**src/rtl/rc_pkg.sv**
```systemverilog
// Shared raised-cosine constants and the output rounding/saturation helper.
// The transmit shaper imports the same package, so both ends use one
// coefficient set and one rounding rule.
package rc_pkg;

    localparam int SPS    = 4;                        // samples per symbol
    localparam int NTAPS  = 9;                        // FIR length
    localparam int DATA_W = 16;                       // sample width
    localparam int COEF_W = 16;                       // Q1.15 coefficient width
    localparam int ACC_W  = 36;                       // full-precision accumulator
    localparam int PH_W   = $clog2(SPS);              // sampling phase / counter width
    localparam int PROD_W = DATA_W + COEF_W;          // single-product width

    // Symmetric about the centre tap; zero end taps are kept so the table
    // lines up with the transmit side.
    localparam logic signed [COEF_W-1:0] RC_COEF [NTAPS] = '{
        16'sd0,     16'sd2500, 16'sd9500, 16'sd14000, 16'sd16384,
        16'sd14000, 16'sd9500, 16'sd2500, 16'sd0
    };

    // Half an output LSB for round-half-up before dropping the Q15 fraction.
    localparam logic signed [ACC_W-1:0] RND_HALF = ACC_W'(longint'(1) << (COEF_W - 2));
    localparam logic signed [ACC_W-1:0] SAT_MAX  = ACC_W'((longint'(1) << (DATA_W - 1)) - 1);
    localparam logic signed [ACC_W-1:0] SAT_MIN  = ~SAT_MAX;

    // Round half up, arithmetic shift out the Q15 fraction, clamp to int16.
    function automatic logic signed [DATA_W-1:0] sat16(input logic signed [ACC_W-1:0] acc);
        logic signed [ACC_W-1:0] scaled;
        scaled = (acc + RND_HALF) >>> (COEF_W - 1);
        if (scaled > SAT_MAX)
            sat16 = SAT_MAX[DATA_W-1:0];
        else if (scaled < SAT_MIN)
            sat16 = SAT_MIN[DATA_W-1:0];
        else
            sat16 = scaled[DATA_W-1:0];
    endfunction

endpackage

```
**src/rtl/rc_fir_core.sv**
```systemverilog
// Matched raised-cosine FIR: delay line, registered products, then a
// full-precision sum that is rounded and saturated into the output register.
// Every stage advances only when en_i is high.
module rc_fir_core
    import rc_pkg::*;
(
    input  logic                     clk_i,
    input  logic                     rst_ni,
    input  logic                     en_i,
    input  logic signed [DATA_W-1:0] x_i,
    output logic signed [DATA_W-1:0] y_d_o,
    output logic signed [DATA_W-1:0] y_o
);

    logic signed [DATA_W-1:0] dly_p0_q  [NTAPS];
    logic signed [PROD_W-1:0] prod_p1_q [NTAPS];
    logic signed [ACC_W-1:0]  sum_p2_d;
    logic signed [DATA_W-1:0] y_p2_q;

    // Stage 0: shift the new sample in; tap 0 holds the newest sample.
    always_ff @(posedge clk_i or negedge rst_ni) begin
        if (!rst_ni) begin
            for (int i = 0; i < NTAPS; i++) dly_p0_q[i] <= '0;
        end else if (en_i) begin
            dly_p0_q[0] <= x_i;
            for (int i = 1; i < NTAPS; i++) dly_p0_q[i] <= dly_p0_q[i-1];
        end
    end

    // Stage 1: one registered product per tap (zero taps fold away).
    always_ff @(posedge clk_i or negedge rst_ni) begin
        if (!rst_ni) begin
            for (int i = 0; i < NTAPS; i++) prod_p1_q[i] <= '0;
        end else if (en_i) begin
            for (int i = 0; i < NTAPS; i++) prod_p1_q[i] <= dly_p0_q[i] * RC_COEF[i];
        end
    end

    // Stage 2: full-precision sum of the sign-extended products.
    always_comb begin
        sum_p2_d = '0;
        for (int i = 0; i < NTAPS; i++) sum_p2_d = sum_p2_d + ACC_W'(prod_p1_q[i]);
    end

    assign y_d_o = sat16(sum_p2_d);

    // Stage 2 register: rounded and saturated filter output.
    always_ff @(posedge clk_i or negedge rst_ni) begin
        if (!rst_ni)
            y_p2_q <= '0;
        else if (en_i)
            y_p2_q <= y_d_o;
    end

    assign y_o = y_p2_q;

endmodule

```
**src/rtl/raised_cosine_rx.sv**
```systemverilog
// Raised-cosine receiver: matched FIR at the full sample rate, followed by
// decimation at a latched sampling phase and a sign slicer. Each input
// sample is tagged at entry with whether it is the symbol sample of its
// window; the tag rides alongside the FIR pipeline to the decimator.
module raised_cosine_rx
    import rc_pkg::*;
(
    input  logic                     clk,
    input  logic                     reset,
    input  logic                     clk_enable,
    input  logic signed [DATA_W-1:0] In1,
    input  logic        [PH_W-1:0]   phase_sel,
    output logic                     ce_out,
    output logic signed [DATA_W-1:0] Out1,
    output logic                     sym_valid,
    output logic signed [DATA_W-1:0] sym_out,
    output logic                     sym_bit
);

    logic [PH_W-1:0]          cnt_q;
    logic [PH_W-1:0]          phase_q;
    logic [PH_W-1:0]          phase_eff;
    logic                     rel_q;
    logic                     hit_d;
    logic                     vld_p0_q;
    logic                     vld_p1_q;
    logic                     sym_vld_q;
    logic                     sym_bit_q;
    logic signed [DATA_W-1:0] y_d;
    logic signed [DATA_W-1:0] y_q;
    logic signed [DATA_W-1:0] sym_out_q;

    rc_fir_core u_fir (
        .clk_i  (clk),
        .rst_ni (reset),
        .en_i   (clk_enable),
        .x_i    (In1),
        .y_d_o  (y_d),
        .y_o    (y_q)
    );

    // Right after reset release the phase input is used directly, so the
    // first window already sees the value present at release.
    assign phase_eff = rel_q ? phase_sel : phase_q;
    assign hit_d     = (cnt_q == phase_eff);

    // Sample counter and phase latch; phase only changes at window boundaries.
    always_ff @(posedge clk or negedge reset) begin
        if (!reset) begin
            cnt_q   <= '0;
            phase_q <= '0;
            rel_q   <= 1'b1;
        end else begin
            rel_q <= 1'b0;
            if (rel_q || (clk_enable && cnt_q == PH_W'(SPS - 1)))
                phase_q <= phase_sel;
            if (clk_enable)
                cnt_q <= cnt_q + 1'b1;
        end
    end

    // Stage 0 / stage 1: symbol tag travelling with its sample.
    always_ff @(posedge clk or negedge reset) begin
        if (!reset) begin
            vld_p0_q <= 1'b0;
            vld_p1_q <= 1'b0;
        end else if (clk_enable) begin
            vld_p0_q <= hit_d;
            vld_p1_q <= vld_p0_q;
        end
    end

    // Stage 2: decimator and slicer, written together with Out1.
    always_ff @(posedge clk or negedge reset) begin
        if (!reset) begin
            sym_vld_q <= 1'b0;
            sym_out_q <= '0;
            sym_bit_q <= 1'b1;
        end else if (clk_enable) begin
            sym_vld_q <= vld_p1_q;
            if (vld_p1_q) begin
                sym_out_q <= y_d;
                sym_bit_q <= ~y_d[DATA_W-1];
            end
        end
    end

    assign ce_out    = clk_enable;
    assign Out1      = y_q;
    assign sym_out   = sym_out_q;
    assign sym_bit   = sym_bit_q;
    // The strobe is held until the next enabled cycle so it never shows
    // while the sample stream is paused.
    assign sym_valid = sym_vld_q & clk_enable;

endmodule

```
**config.mk**
```make
export PLATFORM = sky130hd
export DESIGN_NAME = raised_cosine_rx
export DESIGN_NICKNAME = d
export VERILOG_FILES = /design/src/rtl/rc_pkg.sv /design/src/rtl/rc_fir_core.sv /design/src/rtl/raised_cosine_rx.sv
export SDC_FILE = /design/constraint.sdc
export NUM_CORES = 2
export LEC_CHECK = 0
export ABC_CLOCK_PERIOD_IN_PS = 6900
export CORE_MARGIN = 2
export CORE_UTILIZATION = 66
export CTS_CLUSTER_DIAMETER = 150
export CTS_CLUSTER_SIZE = 25
export DETAILED_ROUTE_END_ITERATION = 6
export GPL_TIMING_DRIVEN = 0
export PLACE_DENSITY = 0.83
export SETUP_SLACK_MARGIN = 0.3
export SLEW_MARGIN = 20
export SYNTH_ARGS = -nofsm -noshare
export SYNTH_HDL_FRONTEND = slang
export SYNTH_HIERARCHICAL = 1
export SYNTH_SLANG_ARGS = --single-unit
```
**constraint.sdc**
```tcl
create_clock -name clk -period 6.9 [get_ports clk]
set_input_delay 1.035 -clock clk [delete_from_list [all_inputs] [get_ports clk]]
set_output_delay 1.035 -clock clk [all_outputs]
set_load 0.01 [all_outputs]
```
Word level (Yosys, flattened, before mapping)

Index checks and enable logic that the tools add are counted.

Reduce and logical (&&, ||, !) cells: 3
Shift operators: 0
Multiply operators: 6
Eq/ne operators: 2
Magnitude comparators: 2
Add/subtract/negate cells: 8
Bitwise operators: 2
Divide/modulo/power cells: 0
Mux-type cells: 3

Operators by type and width:

| kind                                                                           | number |
|---|---|
| 16-bit by 11-bit multiplier with 27-bit output, second input constant          | 4 |
| 36-bit by 31-bit adder with 36-bit output                                      | 2 |
| 16-bit by 13-bit multiplier with 29-bit output, second input constant          | 2 |
| 36-bit by 16-bit adder with 36-bit output, second input constant               | 1 |
| 36-bit by 29-bit adder with 36-bit output                                      | 1 |
| 36-bit by 30-bit adder with 36-bit output                                      | 1 |
| 32-bit by 31-bit adder with 33-bit output                                      | 1 |
| 29-bit by 31-bit adder with 32-bit output                                      | 1 |
| 16-bit 2-to-1 mux                                                              | 2 |
| 21-bit by 16-bit > comparator with 1-bit output, second input constant         | 1 |
| 21-bit by 16-bit less-than comparator with 1-bit output, second input constant | 1 |
| 2-bit by 1-bit adder with 2-bit output, second input constant                  | 1 |
| 2-bit == test                                                                  | 1 |
| 2-bit == test, second input constant                                           | 1 |
| 2-bit 2-to-1 mux                                                               | 1 |
| 2-bit AND reduction                                                            | 1 |
| 1-bit bitwise AND                                                              | 1 |
| 1-bit logical AND                                                              | 1 |
| 1-bit logical OR                                                               | 1 |
| 1-bit inverter                                                                 | 1 |

Bits in writable memories: 0
Bits in read-only memories: 0
Memories kept: 0
Bits in registers: 351
Output and inout port bits: 35
Input port bits: 21
Word-level logic and storage cells: 50
Bits in latches: 0

Logic depth before layout (Yosys ltp)

Word-level depth: 11
Mapped depth: 20
Gate-level depth less buffers: 19

Hierarchy

Netlist, hierarchy kept.

By module, submodules not included:

| module           | instances | cells an instance | area each (um2) | sequential area each (um2) |
|---|---|---|---|---|
| rc_fir_core      | 1         | 3759              | 36698.9         | 7557.2 |
| raised_cosine_rx | 1         | 64                | 1044.8          | 628.1 |

Worst setup path before layout

No wires, ideal clock.

Path kind: register to register
From: reg, netlist name u_fir/prod_p1_q[157]
To: reg sym_out_q[10], in the netlist sym_out[10]
Slack: 1315 ps
Path buffers: 1
Arrival time: 5460 ps
Required time: 6775 ps
Clock period less this slack: 5585 ps
Stages on the path, launching flop included: 18
Library setup time: 125 ps
Cells stage by stage: dfrtp_1 > fa_1 > inv_1 > fa_1 > fa_1 > fa_1 > inv_1 > ha_1 > and2_1 > a221o_1 > a21o_1 > or4_1 > mux2i_1 > o22ai_1 > nand2_1 > clkbuf_1 > o21ai_0 > mux2_4

Cells in the longest elaborated chain, start to end: 8
Elaborated cells on any way between the ends: 9
Those cells by class: add/sub (5); order compare (2); mux (2)

Ends and longest elaborated chain:

| what                                                      | RTL line               | RTL |
|---|---|---|
| 36-bit by 30-bit adder with 36-bit output *               | rc_fir_core.sv:42      | `for (int i = 0; i < NTAPS; i++) sum_p2_d = sum_p2_d + ACC_W'(prod_p1_q[i]);` |
| 36-bit by 31-bit adder with 36-bit output * (2 in series) | rc_fir_core.sv:42      |  |
| 36-bit by 29-bit adder with 36-bit output *               | rc_fir_core.sv:42      |  |
| 36-bit by 16-bit adder with 36-bit output *               | rc_pkg.sv:29           | `scaled = (acc + RND_HALF) >>> (COEF_W - 1);` |
| 21-bit by 16-bit less-than comparator with 1-bit output   | rc_pkg.sv:32           | `else if (scaled < SAT_MIN)` |
| 16-bit 2-to-1 mux                                         | rc_pkg.sv:32           |  |
| 16-bit 2-to-1 mux *                                       | rc_pkg.sv:30           | `if (scaled > SAT_MAX)` |
| net y_d[10]                                               | raised_cosine_rx.sv:29 | `logic signed [DATA_W-1:0] y_d;` |
| end signal: assignment                                    | raised_cosine_rx.sv:82 | `sym_out_q <= y_d;` |
| end: declaration                                          | raised_cosine_rx.sv:31 | `logic signed [DATA_W-1:0] sym_out_q;` |

Mark *: on every way through the listed nets, which the timed path passes. The rest lies on a longest branch.
A chain may end at the register's enable or synchronous reset.

Final worst setup path

From: reg u_fir/prod_p1_q[153] (netlist name)
To: reg sym_out_q[13], in the netlist sym_out[13]

Cells in the longest elaborated chain, start to end: 8
Elaborated cells on any way between the ends: 9
Those cells by class: add/sub (5); order compare (2); mux (2)

Ends and longest elaborated chain:

| what                                                      | RTL line               | RTL |
|---|---|---|
| start: declaration                                        | rc_fir_core.sv:16      | `logic signed [PROD_W-1:0] prod_p1_q [NTAPS];` |
| 36-bit by 30-bit adder with 36-bit output *               | rc_fir_core.sv:42      |  |
| 36-bit by 31-bit adder with 36-bit output * (2 in series) | rc_fir_core.sv:42      |  |
| 36-bit by 29-bit adder with 36-bit output *               | rc_fir_core.sv:42      |  |
| 36-bit by 16-bit adder with 36-bit output *               | rc_pkg.sv:29           |  |
| 21-bit by 16-bit less-than comparator with 1-bit output   | rc_pkg.sv:32           |  |
| 16-bit 2-to-1 mux                                         | rc_pkg.sv:32           |  |
| 16-bit 2-to-1 mux *                                       | rc_pkg.sv:30           |  |
| net y_d[13]                                               | raised_cosine_rx.sv:29 |  |

Marked as above.

==> flow_summary.json <==
{
  "status": "finished clean",
  "finalSetupViolations": 0,
  "die_area_mm2": 0.05912,
  "crit_family": "adder cells",
  "yosysWarnings": 6,
  "ys_async_sr_fraction_pct": 100.0,
  "yosysMostFrequentCell": "inv_1",
  "nets": 4972,
  "vias": 26560,
  "worstSkewPairLatency_ps": 570,
  "path_buf_inv": 5,
  "multi_input_area_mm2": 0.02547,
  "startpoint_type": "register",
  "syn2layout_area_growth_pct": 5.566,
  "slew_headroom_pct": 27.57,
  "syn-instance-count": 3823,
  "hold_viol_final": 0,
  "synth.net_count": 4895,
  "max-cap-violations": 0,
  "drc_errors": 0,
  "netlist_area_mm2": 0.03774,
  "synth-seq-area-share_pct": 21.69,
  "hpwl_mm": 76.14,
  "crit_cells": 19,
  "grt_pass1_wl_mm": 148.7,
  "clk_pin_slew_ps": 110,
  "synth.ff_latch_count": 327,
  "fill_cells": 4005,
  "pre_cts_ws_ps": 535.7,
  "rows": 87,
  "hold_path.class": "input port to async pin",
  "die_y_um": 243.1,
  "ys_top_cells_by_area": "fa_1 (25%), dfrtp_1 (22%), ha_1 (19%)",
  "ff2ff_path_depth": 19,
  "synth_area_leader_cell": "fa_1",
  "wl_mm": 91.86,
  "gp_congestion": 0.9646,
  "initial_core_util_pct": 66.81,
  "grt_setup_unrepaired": "true",
  "finalClockSkew_ps": 36.69,
  "synth.distinct_cells": 74,
  "cts_buffers": 17,
  "crit_path_max_incr_delay_ps": 680,
  "finalCritPeriodShare_pct": 91.61,
  "synth_commonest_cells": "inv_1 (1014), ha_1 (583), fa_1 (468)",
  "slowest_stage": "dfrtp_1",
  "grt_usage_pct": 32.20,
  "end_kind": "register",
  "clock-sinks": 327,
  "via_per_inst": 5.688,
  "netlist.area_leader.share_pct": 24.82,
  "drive_above_1_share_pct": 4.500,
  "cts_hold_buf": 0,
  "ant_nets": 0,
  "ff_latch_area_mm2": 0.008189,
  "crit_arrival_ps": 6780,
  "cp_cell_sequence": "inv_1 -> fa_1 -> inv_1 -> fa_1 -> fa_1 -> inv_1 -> fa_1 -> inv_1 -> ha_1 -> nand4_1 -> or4_1 -> a21o_1 -> a21oi_1 -> o21a_1 -> a2111oi_4 -> nor2_2 -> clkbuf_1 -> o21ai_0 -> mux2_4",
  "post_cts_buffers": 0,
  "grt_max_degree": 101,
  "globalRoute.totalOverflow": 0,
  "port_buffers": 54,
  "io_pins": 56,
  "first_pass_iters": 5,
  "antenna_found_initial": 4,
  "period_minus_slack_ps": 6321,
  "critPathKind": "register to register",
  "final_max_slew_viol_count": 0,
  "cts_buffer_depth": 3,
  "cts_tree": "yes",
  "tightest_slew_ps": 1087,
  "synth-edff-count": 0,
  "die_w_um": 243.1,
  "htreeDepth": 1,
  "grt_pass1_vias": 27990,
  "setup_slack_ps": 579.0,
  "avgSynthCellArea_um2": 9.873,
  "fmax_mhz": 158.2,
  "wire_per_inst_um": 19.67,
  "synthFlopType": "dfrtp_1",
  "drt-initial-drc-count": 1838,
  "cp_data_required_time_ps": 7360,
  "root_buffer": "clkbuf_16",
  "core-area_mm2": 0.05650,
  "path_max_fanout": 10
}
## logic make-up (layout without fill, tap and decap cells)
group / Yosys count / in the layout / synth area share [%]
fa+ha+maj: 1051 / 1051 / 44.15
flops: 327 / 327 / 21.69
simple gates: 482 / 482 / 5.808
xor+xnor: 171 / 171 / 3.968
mux: 145 / 145 / 4.276
other cells: 1 / 3 / 0.009935
compound gates: 565 / 565 / 9.255
buf+inv: 1081 / 1169 / 10.85
## stage by stage
step           hold slack, ps  util [%]  instances  instance area, um^2  TNS (ps)
6_report                405.8     70.53       4669                39840         0
5_1_grt                 426.7     70.52       4667                39840         0
4_1_cts                 401.7     70.50       4667                39830         0
3_5_place_dp            466.5     69.62       4637                39330         0
3_3_place_gp            460.2     69.44       4633                39230  -3083640
2_1_floorplan           448.5         -       3823                37740         0
## routing by layer
layer	track usage (%)	vias up	share of wire, %
met1	42.15	13260	40
met5	0	-	0.029
met3	5.064	209	7.3
met2	54.26	871	48
li1	-	12220	-
met4	12.13	4	4.4
## cell type report
class | count | share of cell area [%]
multi-input combinational | 2415 | 63.91
tap | 756 | 2.374
antenna | 2 | 0.01256
clock buffer | 27 | 1.162
timing repair buffer | 58 | 1.605
clock inverter | 3 | 0.09421
inverter | 1015 | 9.562
sequential | 327 | 20.55
buffer | 66 | 0.7254
## worst reg2reg max path, cell delays in order (launching register included)
cell	delay (ps)
dfrtp_1	680
inv_1	170
fa_1	570
inv_1	50
fa_1	500
fa_1	570
inv_1	60
fa_1	530
inv_1	40
ha_1	360
nand4_1	160
or4_1	540
a21o_1	240
a21oi_1	220
o21a_1	210
a2111oi_4	70
nor2_2	370
clkbuf_1	360
o21ai_0	200
mux2_4	300
## path summary, 6_finish.rpt
path / startpoint / end / slack, ps
max: u_fir/prod_p1_q[153]$_DFFE_PN0P_ / sym_out[13]$_DFFE_PN0P_ / 580
min: reset / u_fir/dly_p0_q[140]$_DFFE_PN0P_ / 410
max reg2reg: u_fir/prod_p1_q[153]$_DFFE_PN0P_ / sym_out[13]$_DFFE_PN0P_ / 580
min reg2reg: u_fir/dly_p0_q[139]$_DFFE_PN0P_ / u_fir/dly_p0_q[123]$_DFFE_PN0P_ / 490
max in group asynchronous: reset / u_fir/prod_p1_q[59]$_DFFE_PN0P_ / 5630
min in group clk: u_fir/dly_p0_q[139]$_DFFE_PN0P_ / u_fir/dly_p0_q[123]$_DFFE_PN0P_ / 490
## sequential cells by signal, summed over array words and instances, names as in the netlist
register	flops
cnt_q	2
phase_q	2
u_fir/dly_p0_q	112
sym_out	16
sym_vld_q	1
sym_bit	1
u_fir/y_o	16
u_fir/prod_p1_q	174
vld_p0_q	1
rel_q	1
vld_p1_q	1
## placed cells by master (no fill, tap or decap), types with 56 or more instances in the layout
master and count:
ha_1 583, fa_1 468, nor2_1 109, clkbuf_1 65, xnor2_1 105, a21oi_1 131
mux2_2 102, o21ai_0 217, xor2_1 66, dfrtp_1 322, inv_1 1014, a21o_1 56
nand2_1 201
## repair_timing
action	4_1_cts	5_1_grt
hold endpoints to repair	0	0
resized for setup	0	4
endpoints found under the setup margin	0	13
Power is left out: the tool's default activity adds up to more than one toggle a clock period on the data nets, which glitch-free logic cannot reach.
